<file path="config.mk">
export PLATFORM = sky130hd
export DESIGN_NAME = uart_tx_fifo_param_flat
export DESIGN_NICKNAME = d
export VERILOG_FILES = /design/src/rtl/uart_tx_fifo_param_if.sv /design/src/rtl/uart_tx_fifo_param.sv /design/src/flat_wrapper.sv
export SDC_FILE = /design/constraint.sdc
export NUM_CORES = 1
export LEC_CHECK = 0
export CAP_MARGIN = 30
export CORE_ASPECT_RATIO = 1.4
export CORE_MARGIN = 4
export CORE_UTILIZATION = 30
export CTS_CLUSTER_DIAMETER = 200
export DETAILED_ROUTE_END_ITERATION = 8
export HOLD_SLACK_MARGIN = 0.12
export PLACE_DENSITY = 0.57
export SLEW_MARGIN = 20
export SYNTH_ARGS = -nofsm -noshare
export SYNTH_HDL_FRONTEND = slang
export SYNTH_SLANG_ARGS = --single-unit
</file>
<file path="constraint.sdc">
create_clock -name clk -period 4.1 [get_ports clk]
set_input_delay 1.025 -clock clk [delete_from_list [all_inputs] [get_ports clk]]
set_output_delay 1.025 -clock clk [all_outputs]
set_load 0.005 [all_outputs]
</file>
<file path="src/rtl/uart_tx_fifo_param_if.sv">
// Valid/ready write port of the UART transmitter FIFO.
// The master side offers words and the slave side signals space available.
interface uart_tx_fifo_param_if #(
    parameter int DATA_BITS = 8
);
    logic [DATA_BITS-1:0] tx_data;
    logic                 tx_valid;
    logic                 tx_ready;

    modport master (output tx_data, output tx_valid, input tx_ready);
    modport slave  (input tx_data, input tx_valid, output tx_ready);
endinterface

</file>
<file path="src/rtl/uart_tx_fifo_param.sv">
// Parametrised UART transmitter with a TX FIFO.
// Frames are start, DATA_BITS LSB first, optional parity and STOP_BITS stop bits, sent back to back.
module uart_tx_fifo_param #(
    parameter int DATA_BITS  = 8,
    parameter int PARITY     = 0,
    parameter int STOP_BITS  = 1,
    parameter int FIFO_DEPTH = 4,
    parameter int DIV_W      = 16
) (
    input  logic                              clk,
    input  logic                              rst_n,
    uart_tx_fifo_param_if.slave               tx_if,
    input  logic [DIV_W-1:0]                  baud_div,
    output logic                              txd,
    output logic                              busy,
    output logic [$clog2(FIFO_DEPTH+1)-1:0]   fifo_count
);
    localparam int PTR_W = $clog2(FIFO_DEPTH);
    localparam int CNT_W = $clog2(FIFO_DEPTH + 1);
    localparam int BIT_W = $clog2(DATA_BITS + 1);

    typedef enum logic [2:0] {S_IDLE, S_START, S_DATA, S_PARITY, S_STOP} state_t;

    logic [DATA_BITS-1:0] mem [FIFO_DEPTH];

    state_t               state_reg, state_next;
    logic [PTR_W-1:0]     wr_ptr_reg, wr_ptr_next;
    logic [PTR_W-1:0]     rd_ptr_reg, rd_ptr_next;
    logic [CNT_W-1:0]     count_reg, count_next;
    logic [DIV_W-1:0]     div_reg, div_next;
    logic [DIV_W-1:0]     baud_cnt_reg, baud_cnt_next;
    logic [BIT_W-1:0]     bit_cnt_reg, bit_cnt_next;
    logic [DATA_BITS-1:0] shift_reg, shift_next;
    logic                 parity_reg, parity_next;
    logic                 txd_reg, txd_next;

    logic push;
    logic pop;
    logic bit_end;
    logic have_word;

    assign tx_if.tx_ready = (count_reg != CNT_W'(FIFO_DEPTH));
    assign push           = tx_if.tx_valid && tx_if.tx_ready;
    assign bit_end        = (baud_cnt_reg == '0);
    assign have_word      = (count_reg != '0);

    assign txd        = txd_reg;
    assign busy       = (state_reg != S_IDLE) || have_word;
    assign fifo_count = count_reg;

    // FIFO storage has no reset so it can map onto distributed/block RAM.
    always_ff @(posedge clk) begin
        if (push) begin
            mem[wr_ptr_reg] <= tx_if.tx_data;
        end
    end

    always_ff @(posedge clk or negedge rst_n) begin
        if (!rst_n) begin
            state_reg    <= S_IDLE;
            wr_ptr_reg   <= '0;
            rd_ptr_reg   <= '0;
            count_reg    <= '0;
            div_reg      <= '0;
            baud_cnt_reg <= '0;
            bit_cnt_reg  <= '0;
            shift_reg    <= '0;
            parity_reg   <= 1'b0;
            txd_reg      <= 1'b1;
        end else begin
            state_reg    <= state_next;
            wr_ptr_reg   <= wr_ptr_next;
            rd_ptr_reg   <= rd_ptr_next;
            count_reg    <= count_next;
            div_reg      <= div_next;
            baud_cnt_reg <= baud_cnt_next;
            bit_cnt_reg  <= bit_cnt_next;
            shift_reg    <= shift_next;
            parity_reg   <= parity_next;
            txd_reg      <= txd_next;
        end
    end

    always_comb begin
        state_next    = state_reg;
        rd_ptr_next   = rd_ptr_reg;
        div_next      = div_reg;
        baud_cnt_next = baud_cnt_reg;
        bit_cnt_next  = bit_cnt_reg;
        shift_next    = shift_reg;
        parity_next   = parity_reg;
        pop           = 1'b0;

        if (state_reg != S_IDLE) begin
            baud_cnt_next = bit_end ? div_reg : baud_cnt_reg - 1'b1;
        end

        case (state_reg)
            S_IDLE: begin
                pop = have_word;
            end
            S_START: begin
                if (bit_end) begin
                    state_next = S_DATA;
                end
            end
            S_DATA: begin
                if (bit_end) begin
                    if (bit_cnt_reg == BIT_W'(DATA_BITS - 1)) begin
                        bit_cnt_next = '0;
                        state_next   = (PARITY != 0) ? S_PARITY : S_STOP;
                    end else begin
                        bit_cnt_next = bit_cnt_reg + 1'b1;
                        shift_next   = shift_reg >> 1;
                    end
                end
            end
            S_PARITY: begin
                if (bit_end) begin
                    state_next = S_STOP;
                end
            end
            S_STOP: begin
                if (bit_end) begin
                    if (bit_cnt_reg == BIT_W'(STOP_BITS - 1)) begin
                        bit_cnt_next = '0;
                        pop          = have_word;
                        state_next   = S_IDLE;
                    end else begin
                        bit_cnt_next = bit_cnt_reg + 1'b1;
                    end
                end
            end
            default: begin
                state_next = S_IDLE;
            end
        endcase

        // Loading a word restarts the frame; the divisor is frozen until the next load.
        if (pop) begin
            state_next    = S_START;
            shift_next    = mem[rd_ptr_reg];
            parity_next   = (^mem[rd_ptr_reg]) ^ (PARITY == 2);
            div_next      = baud_div;
            baud_cnt_next = baud_div;
            bit_cnt_next  = '0;
            rd_ptr_next   = rd_ptr_reg + 1'b1;
        end
    end

    always_comb begin
        wr_ptr_next = push ? wr_ptr_reg + 1'b1 : wr_ptr_reg;
        case ({push, pop})
            2'b10:   count_next = count_reg + 1'b1;
            2'b01:   count_next = count_reg - 1'b1;
            default: count_next = count_reg;
        endcase
    end

    // txd is registered from the upcoming state so the line changes on the same edge as the state.
    always_comb begin
        case (state_next)
            S_START:  txd_next = 1'b0;
            S_DATA:   txd_next = shift_next[0];
            S_PARITY: txd_next = parity_next;
            default:  txd_next = 1'b1;
        endcase
    end
endmodule
</file>
<file path="src/flat_wrapper.sv">
// flat-port wrapper written by rule: the top's interface ports become plain ports
module uart_tx_fifo_param_flat 
#(
    parameter int DATA_BITS  = 8,
    parameter int PARITY     = 0,
    parameter int STOP_BITS  = 1,
    parameter int FIFO_DEPTH = 4,
    parameter int DIV_W      = 16
)
  (clk, rst_n, baud_div, txd, busy, fifo_count, tx_if_tx_data, tx_if_tx_valid, tx_if_tx_ready);
  uart_tx_fifo_param_if #(.DATA_BITS(DATA_BITS)) tx_if_i ();
  input  logic clk;
  input  logic rst_n;
  input  logic [DIV_W-1:0] baud_div;
  output logic txd;
  output logic busy;
  output logic [$clog2(FIFO_DEPTH+1)-1:0] fifo_count;
  input wire logic [$bits(tx_if_i.tx_data)-1:0] tx_if_tx_data;
  input wire logic [$bits(tx_if_i.tx_valid)-1:0] tx_if_tx_valid;
  output wire logic [$bits(tx_if_i.tx_ready)-1:0] tx_if_tx_ready;
  assign tx_if_i.tx_data = tx_if_tx_data;
  assign tx_if_i.tx_valid = tx_if_tx_valid;
  assign tx_if_tx_ready = tx_if_i.tx_ready;
  uart_tx_fifo_param #(.DATA_BITS(DATA_BITS), .PARITY(PARITY), .STOP_BITS(STOP_BITS), .FIFO_DEPTH(FIFO_DEPTH), .DIV_W(DIV_W)) u_core (.clk(clk), .rst_n(rst_n), .tx_if(tx_if_i), .baud_div(baud_div), .txd(txd), .busy(busy), .fifo_count(fifo_count));
endmodule
</file>
Word-level counts from Yosys, hierarchy flattened. Memories as Yosys holds them, arrays and structs flattened. Index checks and enable logic that the tools add are counted.

Bits in registers: 56. Word-level logic and storage cells: 76. Memories: 1. Bits in writable memories: 32.

Add/subtract/negate cells: 6. Mux-type cells: 29. Eq/ne operators: 14. Reduce and logical (&&, ||, !) cells: 15.

Memories: u_core.mem (words 4, bits a word 8, rd ports 1, clocked after Yosys merged registers in 0, wr ports 1, line uart_tx_fifo_param.sv:24) `logic [DATA_BITS-1:0] mem [FIFO_DEPTH];`.

Operators by type and width (number): 16-bit 2-to-1 mux (3); 8-bit 2-to-1 mux (4); 3-bit 2-to-1 mux (7); 4-bit 2-to-1 mux (5); 16-bit logical NOT (1); 16-bit by 1-bit subtractor with 16-bit output, second input constant (1); 3-bit one-hot mux with 5 select lines (1); 3-bit by 2-bit equality test with 1-bit output, second input constant (4); 3-bit nonzero test (3); 4-bit one-hot mux with 2 select lines (1); 2-bit nonzero test (4); 8-bit XOR reduction (1); 3-bit by 1-bit equality test with 1-bit output, second input constant (2); 3-bit by 1-bit inequality test with 1-bit output, second input constant (2); 3-bit one-hot mux with 2 select lines (1); 3-bit AND reduction (2); 1-bit 2-to-1 mux (5); 2-bit by 1-bit adder with 2-bit output, second input constant (2); 4-bit by 1-bit adder with 4-bit output, second input constant (1); 4-bit by 3-bit equality test with 1-bit output, second input constant (1); 4-bit logical NOT (1); 3-bit by 1-bit adder with 3-bit output, second input constant (1); 3-bit equality test, second input constant (1); 3-bit logical NOT (1); other kinds (9) (9).

Logic depth before layout (Yosys ltp). Gate-level depths: netlist (run 1).

Depth in word-level cells: 7. Mapped depth: 14. Depth with buffers taken out: 12.

Least setup slack after synthesis (run 1). No wires, ideal clock.

Kind: flip-flop to flip-flop. From: register u_core.baud_cnt_reg[4]. To: register u_core.count_reg[2], in the netlist u_core.fifo_count[2]. Path buffers: 2. Data required time: 4021 ps. Setup slack: 997 ps. Cell stages (with the launch flop): 13. Data arrival time: 3023 ps. Clock period less this slack: 3103 ps. Cell sequence: dfrtp_1 nor4_2 nand4_1 o41a_1 inv_2 buf_4 buf_2 ha_1 inv_1 fa_1 xor2_1 nor2_1 xor2_1.

Word-level cells in the longest chain between the ends: 5. Elaborated cells on any way between the ends: 7.

Ends and longest elaborated chain: start, declared (line uart_tx_fifo_param.sv:31) `logic [DIV_W-1:0] baud_cnt_reg, baud_cnt_next;`; start signal, assigned (line uart_tx_fifo_param.sv:76) `baud_cnt_reg <= baud_cnt_next;`; 16-bit logical NOT * (line uart_tx_fifo_param.sv:44) `assign bit_end = (baud_cnt_reg == '0);`; 1-bit 2-to-1 mux * (line uart_tx_fifo_param.sv:124) `if (bit_end) begin`; 1-bit one-hot mux with 2 select lines * (line uart_tx_fifo_param.sv:98) `case (state_reg)`; named net u_core.pop (line uart_tx_fifo_param.sv:38) `logic pop;`; 2-bit by 1-bit equality test with 1-bit output / 2-bit equality test (equally long branches) (line uart_tx_fifo_param.sv:153) `case ({push, pop})`; 3-bit one-hot mux with 2 select lines / 2-bit nonzero test (equally long branches); end signal, assigned (line uart_tx_fifo_param.sv:74) `count_reg <= count_next;`; end, declared (line uart_tx_fifo_param.sv:29) `logic [CNT_W-1:0] count_reg, count_next;`.

The timed path passes the listed nets; every way through them passes the cells marked *. A chain may end at the register's enable or synchronous reset.

Worst setup path in the final report (run 1).
From: register u_core.state_reg[1]. To: output busy.

Word-level cells in the longest chain between the ends: 2.

Ends and longest elaborated chain: start, declared (line uart_tx_fifo_param.sv:26) `state_t state_reg, state_next;`; start signal, assigned (line uart_tx_fifo_param.sv:71) `state_reg <= state_next;`; 3-bit nonzero test (line uart_tx_fifo_param.sv:48) `assign busy = (state_reg != S_IDLE) || have_word;`; 1-bit logical OR (line uart_tx_fifo_param.sv:48); end, declared (line flat_wrapper.sv:16) `output logic busy;`.

Every way passes these cells.

==> results by group, run 1 <==
Yosys
  – Mean post-synth cell area: 11.1 um2
  – Largest family of logic cells by synthesized area: simple AND/OR/NAND/NOR gates
  – Mux cell area share after synthesis: 7.59%
  – Post-Synthesis Cells: 381
  – Dominant synthesized flop cell: dfrtp_1
  – Compound-cell area share of the yosys netlist: 10.1%
  – XOR/XNOR Fraction of Synth Area: 4.34%
  – Mapped cell area: 0.00424 mm2
  – Seq cells post-synth: 88
  – Post-Synth Adder-Cell Area: 2.83%
  – Simple logic cell fraction of the synthesized area: 16.3%
  – Yosys Warn Count: 0
  – Syn nets: 417
  – Register area share after synthesis: 55.8%
  – Library cells used by synthesis: 55
  – Asr flop ratio synth: 63.6%
  – Post-synth EDFFs: 32

Floorplanning
  – I/O pin count: 33
  – Cell Rows: 51
  – Overall die width: 108 um
  – Die height: 149 um
  – Core area: 0.0139 mm2
  – Die area: 0.0161 mm2
  – Initial Util: 30.5%

Route
  – DRT iter0 DRCs: 128
  – Routed wire per std cell: 14.8 um
  – Vias/cell: 4.82
  – Final ANT Viol Nets: 0
  – Detailed Route WL: 8920 um
  – Residual DRC count: 0
  – Drt first pass iters: 4
  – Total number of vias: 2,899

Final layout
  – Max reg flops: 32
  – Nets: 448
  – # fillers: 1,431
  – Area Overhead vs Synth: 18.7%
  – Share of cells above drive strength 1: 9.83%
  – Seq. cell area: 0.00236 mm2
  – # diodes: 0
  – Multi-input gate area: 0.00174 mm2

Critical path
  – CP Max Fanout: 23
  – R2R Setup Slk: 0.97 ns
  – Worst path required time: 3.07 ns
  – Critical Path AT: 2.35 ns
  – Type of origin of the critical path: register
  – Crit path kind: register to output port
  – Worst setup EP type: output port

Run
  – # Max-Cap Violations: 0

Timing
  – Crit share post-route: 82.2%
  – Worst-margin pin slew: 0.667 ns
  – Clock skew: 0.00755 ns
  – Pins Over Slew Limit: 0
  – Min Clock Period, post-route: 3.37 ns
  – RSZ-0062 raised after global routing: false
  – Endpoints failing setup: 0
  – Fmax achieved: 297 MHz
  – WHS: 0.480 ns
  – Post-route setup TNS: 0 ns
  – Rel. slew slack: 55.5%
  – Final hold violations: 0

Hold path
  – Hold WC Path Type: register to register

Global route
  – First-pass GRT wire length: 15,300 um
  – Vias in the first global route: 3,007
  – Pin count of the biggest net entering global routing: 42
  – Gr ovfl total: 0
  – All-layer global routing usage: 12.1%
  – Initial antenna violation count: 0

Placement
  – Post-DP HPWL: 6280 um
  – Gpl congestion: 0.793
  – Number of port buffers: 32

Clock tree
  – Clk buf depth: 2
  – Setup Buffers After CTS: 0
  – Post-CTS Hold Fix Bufs: 0
  – Clock slew at the register clock pins of the worst setup and hold paths: 0.07 ns
  – CTS tree: built
  – Sink Count: 88
  – Worst skew pair latency: 0.34 ns
  – H-Tree Depth: 3
  – CTS Buf Count: 9
  – Clk root buf: clkbuf_16
  – Post-cts sizing count: 0

Power
  – Pwr Density: 513 mW/mm2
  – Leakage: 2.01 nW
  – Worst VDD drop: 0.278 mV

Run status
  – Status: finished clean
## where the power goes
| part | switching (W) | leakage, nW | internal [W] | total [W] |
|---|---|---|---|---|
| clock | 0.000379 | 0.144 | 0.000431 | 0.000810 |
| sequential | 0.000140 | 0.956 | 0.00108 | 0.00122 |
| combinational | 0.000264 | 0.915 | 0.000287 | 0.000551 |
| total | 0.000783 | 2.01 | 0.00180 | 0.00258 |
## synthesized netlist by cell type (all sizes together) (5+ instances only)
library cell,count,area [um2]
xnor2,14,123
nor3,5,25.0
ha,8,100
and3,5,31.3
mux2i,13,130
inv,14,52.6
a31oi,9,56.3
edfxtp,32,961
nor2,27,101
o21ai,16,80.1
and2,5,31.3
dfrtp,55,1380
o31ai,5,37.5
mux4,8,180
xor2,7,61.3
nand2,78,293
nand3,9,50.1
buf,9,53.8
a21oi,10,50.1
clkbuf,7,26.3
## per-stage QoR
stage	total power, W	cells	worst slack (ns)	cell area, um2	utilization, %
2_1_floorplan	0.00159	381	0.997	4240	-
3_3_place_gp	0.00178	586	1.11	4730	34.0
3_5_place_dp	0.00180	586	1.04	4730	34.0
4_1_cts	0.00262	602	0.723	5030	36.2
5_1_grt	0.00273	602	0.572	5030	36.2
6_report	0.00258	602	0.730	5030	36.2
## layer usage
metal	wire length (um)	GRT usage [%]	share of wire [%]	vias up
met4	86	3.60	0.96	0
met1	3850	14.9	43	1433
met5	0	0	0	-
met3	249	2.56	2.8	6
met2	4740	21.2	53	40
li1	-	-	-	1420
## logic make-up (layout without fill, tap and decap cells)
kind of cell    count (synthesis)  in the layout
xor+xnor                       21             21
simple gates                  147            147
fa+ha+maj                       9              9
compound gates                 64             64
flops                          88             88
buf+inv                        30             66
mux                            22             22
## worst paths after layout
path	endpoint	start	cells past startpoint
max	busy	u_core.state_reg[1]$_DFF_PN0_	5
min	u_core.div_reg[0]$_DFFE_PN0P_	u_core.div_reg[0]$_DFFE_PN0P_	2
max reg2reg	u_core.fifo_count[2]$_DFFE_PN0P_	u_core.baud_cnt_reg[4]$_DFFE_PN0P_	10
min reg2reg	u_core.div_reg[0]$_DFFE_PN0P_	u_core.div_reg[0]$_DFFE_PN0P_	2
max in group asynchronous	u_core.txd$_DFF_PN1_	rst_n	2
min in group asynchronous	u_core.div_reg[6]$_DFFE_PN0P_	rst_n	1
## layout make-up
| cell class | count | share of cell area (%) |
|---|---|---|
| well taps | 185 | 4.60 |
| inverters | 14 | 1.04 |
| clock buffers | 9 | 4.48 |
| clock inverters | 7 | 1.39 |
| flip-flops and latches | 88 | 47.0 |
| repair buffers | 36 | 6.87 |
| multi-input cells | 263 | 34.6 |
## critical path, cell delays in order (launching register included)
cell	delay [ns]
dfrtp_1	0.45
nor3_1	0.39
and2_1	0.40
inv_1	0.07
buf_4	0.22
clkdlybuf4s50_1	0.47
## cell usage in the layout (no fill, tap or decap), types with 7 or more instances in the layout
cell,instances
edfxtp_1,32
a21oi_1,10
a31oi_1,9
dfrtp_1,55
mux4_2,8
clkbuf_16,9
o21ai_0,16
nor2_1,27
inv_1,13
xnor2_1,14
xor2_1,7
nand2_1,78
nand3_1,8
clkdlybuf4s50_1,31
mux2i_1,13
ha_1,8
Power figures use the tool's default switching activity.
==> run 2: changes to the inputs <==
--- a/config.mk
+++ b/config.mk
@@ -12,7 +12,7 @@
 export CTS_CLUSTER_DIAMETER = 200
 export DETAILED_ROUTE_END_ITERATION = 8
 export HOLD_SLACK_MARGIN = 0.12
-export PLACE_DENSITY = 0.57
+export PLACE_DENSITY = 0.58
 export SLEW_MARGIN = 20
 export SYNTH_ARGS = -nofsm -noshare
 export SYNTH_HDL_FRONTEND = slang
==> constraint.sdc (replaced) <==
create_clock -name clk -period 2.9 [get_ports clk]
set_input_delay 0.725 -clock clk [delete_from_list [all_inputs] [get_ports clk]]
set_output_delay 0.725 -clock clk [all_outputs]
set_load 0.005 [all_outputs]
==> run 2 against run 1 <==
Effect of this change:
- clock skew rose by 0.00087 ns
- sequential share of layout area fell by 1.2 points
- clock-buffer cell count did not move
- final area rose by 2.6%
- largest power group unchanged
==> results by group, run 2 (same netlist as run 1, synthesis figures left out) <==
Critical path
  – Worst setup EP type: output port
  – CP max stage delay: 0.45 ns (-0.02 ns)
  – Worst path required time: 2.17 ns (-0.90 ns)
  – Crit path kind: register to output port
  – Critical path's slowest cell: dfrtp_1
  – Type of origin of the critical path: register
  – CP Max Fanout: 7 (-70%)
  – CP bufs+invs: 2 (-1)
  – CP delay by family, top: simple AND/OR/NAND/NOR gates
  – Critical Path AT: 1.98 ns (-0.37 ns)
  – Worst path cell trace: nor3_1 > and2_1 > inv_1 > clkdlybuf4s50_1

Timing
  – Clock skew: 0.00842 ns (+0.000873 ns)
  – Min Clock Period, post-route: 2.70 ns
  – Post-route setup TNS: 0 ns (unchanged)
  – Worst-margin pin slew: 0.695 ns (+0.0272 ns)
  – Crit share post-route: 93.3%
  – Pins Over Slew Limit: 0 (unchanged)
  – Fmax achieved: 370 MHz
  – Endpoints failing setup: 0 (unchanged)
  – Rel. slew slack: 53.7% (-1.8 points)
  – Final hold violations: 0 (unchanged)
  – RSZ-0062 raised after global routing: false

Power
  – Pwr Density: 751 mW/mm2 (+46%)
  – Seq pwr share: 44.8% (-2.5 points)
  – Net Sw Frac: 27.8% (-2.6 points)
  – Pint: 0.00280 W (+56%)
  – Sw power: 0.00108 W (+37%)
  – Worst VDD drop: 0.383 mV (+38%)
  – Clock share of power: 34.3% (+2.9 points)
  – Comb power frac: 20.9% (-0.4 points)
  – Leakage: 2.08 nW (+3.3%)

Route
  – Residual DRC count: 0 (unchanged)
  – Routed wire per std cell: 14.9 um (+0.87%)
  – Final ANT Viol Nets: 0 (unchanged)
  – Vias/cell: 4.89 (+1.6%)
  – Total number of vias: 2,981 (+2.8%)
  – Drt first pass iters: 6 (+2)
  – Detailed Route WL: 9100 um (+2.0%)
  – DRT iter0 DRCs: 105 (-18%)

Clock tree
  – Post-CTS Hold Fix Bufs: 0 (unchanged)
  – Clk buf depth: 2 (unchanged)
  – Worst skew pair latency: 0.34 ns (about the same)
  – CTS tree: built
  – Clk root buf: clkbuf_16
  – Post-cts sizing count: 0 (unchanged)
  – Sink Count: 88 (unchanged)
  – CTS Buf Count: 9 (unchanged)
  – Clock slew at the register clock pins of the worst setup and hold paths: 0.07 ns (about the same)
  – Setup Buffers After CTS: 0 (unchanged)
  – H-Tree Depth: 3 (unchanged)

Final layout
  – Share of cells above drive strength 1: 11.6% (+1.7 points)
  – Post-route cell area: 0.00516 mm2 (+2.6%)
  – Commonest non-fill, non-tap cell in the layout: nand2_1
  – # diodes: 0 (unchanged)
  – Nets: 456 (+1.8%)
  – Most frequent cells in the layout: nand2_1, dfrtp_1, edfxtp_1, clkdlybuf4s50_1, nor2_1
  – Area Overhead vs Synth: 21.7%
  – Max reg flops: 32 (unchanged)

Run status
  – Status: finished clean

Global route
  – Gr ovfl total: 0 (unchanged)
  – Vias in the first global route: 3,125 (+3.9%)
  – All-layer global routing usage: 12.7% (+0.56 points)
  – Initial antenna violation count: 0 (unchanged)
  – First-pass GRT wire length: 16,000 um (+4.1%)
  – Pin count of the biggest net entering global routing: 42 (unchanged)

Run
  – # Max-Cap Violations: 0 (unchanged)

Floorplanning
  – I/O pin count: 33 (unchanged)
  – Initial Util: 30.5% (unchanged)
  – Cell Rows: 51 (unchanged)
  – Die height: 149 um (unchanged)
  – Core area: 0.0139 mm2 (unchanged)
  – Die area: 0.0161 mm2 (unchanged)
  – Overall die width: 108 um (unchanged)

Placement
  – Number of port buffers: 32 (unchanged)
  – Post-DP HPWL: 6540 um (+4.2%)
  – Gpl congestion: 0.826 (+4.3%)
  – Placed cell areas: 0.00482 mm2 (+1.7%)

Hold path
  – Hold WC Path Type: input port to asynchronous set/reset pin
==> run 2: cell types whose count changed in the layout (fill, tap and decap cells not counted), moves of 2 or more <==
cell / delta
bufinv_16: +3
nor4_4: +2
buf_4: +8
nor4_2: -2
inv_8: -4
==> run 2: layout make-up <==
type                    instances  area [um2]
clock buffers                   9         225
clock inverters                 6         116
fillers                      1416        8750
inverters                      14        52.6
multi-input cells             263        1760
flip-flops and latches         88        2360
well taps                     185         231
repair buffers                 44         405
==> run 2: path summary, 6_finish.rpt <==
kind / to / slack, ns / startpoint / cells past startpoint
min in group clk: u_core.div_reg[13]$_DFFE_PN0P_ / 0.47 / u_core.div_reg[13]$_DFFE_PN0P_ / 2
worst min-delay path: u_core.div_reg[7]$_DFFE_PN0P_ / 0.43 / rst_n / 1
worst max-delay path: busy / 0.20 / u_core.state_reg[1]$_DFF_PN0_ / 4
max in group asynchronous: u_core.baud_cnt_reg[2]$_DFFE_PN0P_ / 1.81 / rst_n / 2
worst min register to register: u_core.div_reg[13]$_DFFE_PN0P_ / 0.47 / u_core.div_reg[13]$_DFFE_PN0P_ / 2
worst max register to register: u_core.fifo_count[2]$_DFFE_PN0P_ / 0.31 / u_core.bit_cnt_reg[0]$_DFFE_PN0P_ / 12
==> run 2: power groups by stage <==
stage	clock network, W	registers [W]	logic (W)
2_1_floorplan	0	0.00170	0.000574
5_1_grt	0.00143	0.00178	0.000908
3_3_place_gp	0	0.00175	0.000809
4_1_cts	0.00136	0.00174	0.000828
3_5_place_dp	0	0.00176	0.000822
6_report	0.00133	0.00174	0.000809
==> run 2: metrics by stage <==
stage | utilization (%) | std cells | hold WS [ns] | total power, W | worst slack, ns
CTS | 37.1 | 609 | 0.461 | 0.00392 | 0.206
global route | 37.1 | 609 | 0.502 | 0.00411 | 0.0106
detailed placement | 34.6 | 594 | 0.458 | 0.00259 | 0.329
finish | 37.1 | 609 | 0.432 | 0.00387 | 0.196
floorplan | - | 381 | 0.429 | 0.00228 | 0.0104
global placement | 34.6 | 594 | 0.456 | 0.00255 | 0.381
==> run 2: layer usage <==
layer | share of wire, % | GRT usage, %
met5 | 0 | 0
met4 | 1.3 | 4.23
met3 | 5.2 | 3.08
met2 | 53 | 22.4
met1 | 41 | 14.9
==> run 3: changes to the inputs <==
--- a/config.mk
+++ b/config.mk
@@ -12,7 +12,6 @@
 export CTS_CLUSTER_DIAMETER = 200
 export DETAILED_ROUTE_END_ITERATION = 8
 export HOLD_SLACK_MARGIN = 0.12
-export PLACE_DENSITY = 0.58
 export SLEW_MARGIN = 20
 export SYNTH_ARGS = -nofsm -noshare
 export SYNTH_HDL_FRONTEND = slang
==> run 3 against run 2 <==
Effect of this change:
- critical path type unchanged
- sequential power about the same
- first-iteration DRC count down 10%
- critical endpoint unchanged
- clock power down 13%
- final cell count up 0.16%
- worst setup slack better by 0.057 ns
- highest routed layer unchanged
- die area unchanged
- sequential share of layout area up 0.41 points
==> results by group, run 3 (same netlist as run 1, synthesis figures left out) <==
Final layout
  – Most frequent cells in the layout: nand2_1, dfrtp_1, edfxtp_1, clkdlybuf4s50_1, nor2_1
  – Share of cells above drive strength 1: 11.5% (-0.027 points)
  – Final core utilization: 36.8% (-0.33 points)
  – Area Overhead vs Synth: 20.6%
  – Seq. cell area: 0.00236 mm2 (unchanged)
  – # fillers: 1,408 (-0.56%)
  – Nets: 456 (unchanged)
  – Max reg flops: 32 (unchanged)
  – Post-route cell area: 0.00511 mm2 (-0.90%)
  – # diodes: 0 (unchanged)
  – Multi-input gate area: 0.00176 mm2 (unchanged)
  – Commonest non-fill, non-tap cell in the layout: nand2_1

Clock tree
  – Clk buf depth: 2 (unchanged)
  – Sink Count: 88 (unchanged)
  – Post-CTS Hold Fix Bufs: 0 (unchanged)
  – CTS tree: built
  – Setup Buffers After CTS: 0 (unchanged)
  – Clock slew at the register clock pins of the worst setup and hold paths: 0.06 ns (about the same)
  – CTS Buf Count: 9 (unchanged)
  – Worst skew pair latency: 0.34 ns (about the same)
  – Clk root buf: clkbuf_16
  – H-Tree Depth: 3 (unchanged)
  – Post-cts sizing count: 0 (unchanged)

Floorplanning
  – Overall die width: 108 um (unchanged)
  – Core area: 0.0139 mm2 (unchanged)
  – Initial Util: 30.5% (unchanged)
  – Cell Rows: 51 (unchanged)
  – I/O pin count: 33 (unchanged)
  – Die area: 0.0161 mm2 (unchanged)
  – Die height: 149 um (unchanged)

Timing
  – Min setup slack post-route: 0.252 ns (+0.0568 ns)
  – Min Clock Period, post-route: 2.65 ns (-0.0568 ns)
  – Crit share post-route: 91.3% (-2.0 points)
  – Final hold violations: 0 (unchanged)
  – Worst-margin pin slew: 0.635 ns (-0.0599 ns)
  – Fmax achieved: 378 MHz (+2.1%)
  – Clock skew: 0.00672 ns (-0.00170 ns)
  – Rel. slew slack: 57.7% (+4.0 points)
  – Endpoints failing setup: 0 (unchanged)
  – RSZ-0062 raised after global routing: false
  – Post-route setup TNS: 0 ns (unchanged)
  – Pins Over Slew Limit: 0 (unchanged)

Power
  – Seq pwr share: 46.8% (+2.0 points)
  – Leakage: 2.06 nW (-0.92%)
  – Worst VDD drop: 0.380 mV (-0.93%)
  – Clock share of power: 31.3% (-3.0 points)
  – Pint: 0.00263 W (-6.1%)
  – Sw power: 0.00108 W (+0.81%)
  – Pwr Density: 726 mW/mm2 (-3.3%)
  – Net Sw Frac: 29.2% (+1.4 points)
  – Comb power frac: 21.9% (+1.0 points)

Route
  – Final ANT Viol Nets: 0 (unchanged)
  – Drt first pass iters: 6 (unchanged)
  – Detailed Route WL: 9090 um (about the same)
  – Routed wire per std cell: 14.9 um (-0.24%)
  – Residual DRC count: 0 (unchanged)
  – Vias/cell: 4.78 (-2.3%)
  – DRT iter0 DRCs: 94 (-10%)
  – Total number of vias: 2,917 (-2.1%)

Global route
  – First-pass GRT wire length: 15,600 um (-2.3%)
  – Initial antenna violation count: 0 (unchanged)
  – All-layer global routing usage: 12.4% (-0.31 points)
  – Pin count of the biggest net entering global routing: 42 (unchanged)
  – Vias in the first global route: 3,156 (+0.99%)
  – Gr ovfl total: 0 (unchanged)

Placement
  – Placed cell areas: 0.00482 mm2 (unchanged)
  – Post-DP HPWL: 6520 um (-0.31%)
  – Number of port buffers: 32 (unchanged)
  – Pre-CTS WS: 0.290 ns (-0.0399 ns)
  – Gpl congestion: 0.823 (-0.36%)

Critical path
  – Worst path required time: 2.17 ns (about the same)
  – Type of origin of the critical path: register
  – Critical Path AT: 1.92 ns (-0.06 ns)
  – R2R Setup Slk: 0.27 ns (-0.04 ns)
  – Crit path kind: register to output port
  – Worst r2r path cells: 12 (unchanged)
  – Worst setup EP type: output port
  – CP Max Fanout: 7 (unchanged)

Hold path
  – Hold WC Path Type: input port to asynchronous set/reset pin

Run status
  – Status: finished clean

Run
  – # Max-Cap Violations: 0 (unchanged)
[run 3: cell count changes in the layout (fill, tap and decap cells not counted)]
| cell | before | now |
|---|---|---|
| bufinv_16 | 3 | 1 |
| clkinv_2 | 0 | 2 |
| clkbuf_1 | 0 | 1 |
[run 3: per-stage QoR]
step	hold slack [ns]	instances	power, W
6_report	0.400	610	0.00371
5_1_grt	0.467	610	0.00396
4_1_cts	0.426	610	0.00377
3_5_place_dp	0.459	594	0.00259
3_3_place_gp	0.453	594	0.00256
2_1_floorplan	0.429	381	0.00228
[run 3: path summary, 6_finish.rpt]
check,start,end
hold reg to reg,u_core.div_reg[13]$_DFFE_PN0P_,u_core.div_reg[13]$_DFFE_PN0P_
setup / recovery,u_core.state_reg[1]$_DFF_PN0_,busy
setup reg to reg,u_core.bit_cnt_reg[0]$_DFFE_PN0P_,u_core.fifo_count[2]$_DFFE_PN0P_
max in group asynchronous,rst_n,u_core.baud_cnt_reg[5]$_DFFE_PN0P_
min in group clk,u_core.div_reg[13]$_DFFE_PN0P_,u_core.div_reg[13]$_DFFE_PN0P_
hold / removal,rst_n,u_core.div_reg[8]$_DFFE_PN0P_
[run 3: critical path, stage by stage (launching register included)]
cell             delay [ns]
dfrtp_1                0.45
nor3_1                 0.39
and2_1                 0.22
inv_1                  0.07
clkdlybuf4s50_1        0.45
[run 3: power by group through the flow]
stage                     registers, W  logic (W)  clock network [W]
after floorplan                0.00170   0.000574                  0
after global placement         0.00175   0.000811                  0
after detailed placement       0.00177   0.000828                  0
after CTS                      0.00174   0.000834            0.00120
after global routing           0.00177   0.000919            0.00126
final                          0.00174   0.000812            0.00116
[run 3: metal layers]
layer	part of all wire [%]	track usage (%)
met4	1.4	4.42
met1	42	15.0
met3	4.2	2.91
met5	0	0
met2	52	21.2
[run 3: cell type report]
cell class / count / area share [%]
Inverter: 14 / 1.03
Sequential cell: 88 / 46.2
Clock buffer: 10 / 4.48
Timing Repair Buffer: 44 / 7.93
Tap cell: 185 / 4.53
Multi-Input combinational cell: 263 / 34.5
Clock inverter: 6 / 1.30
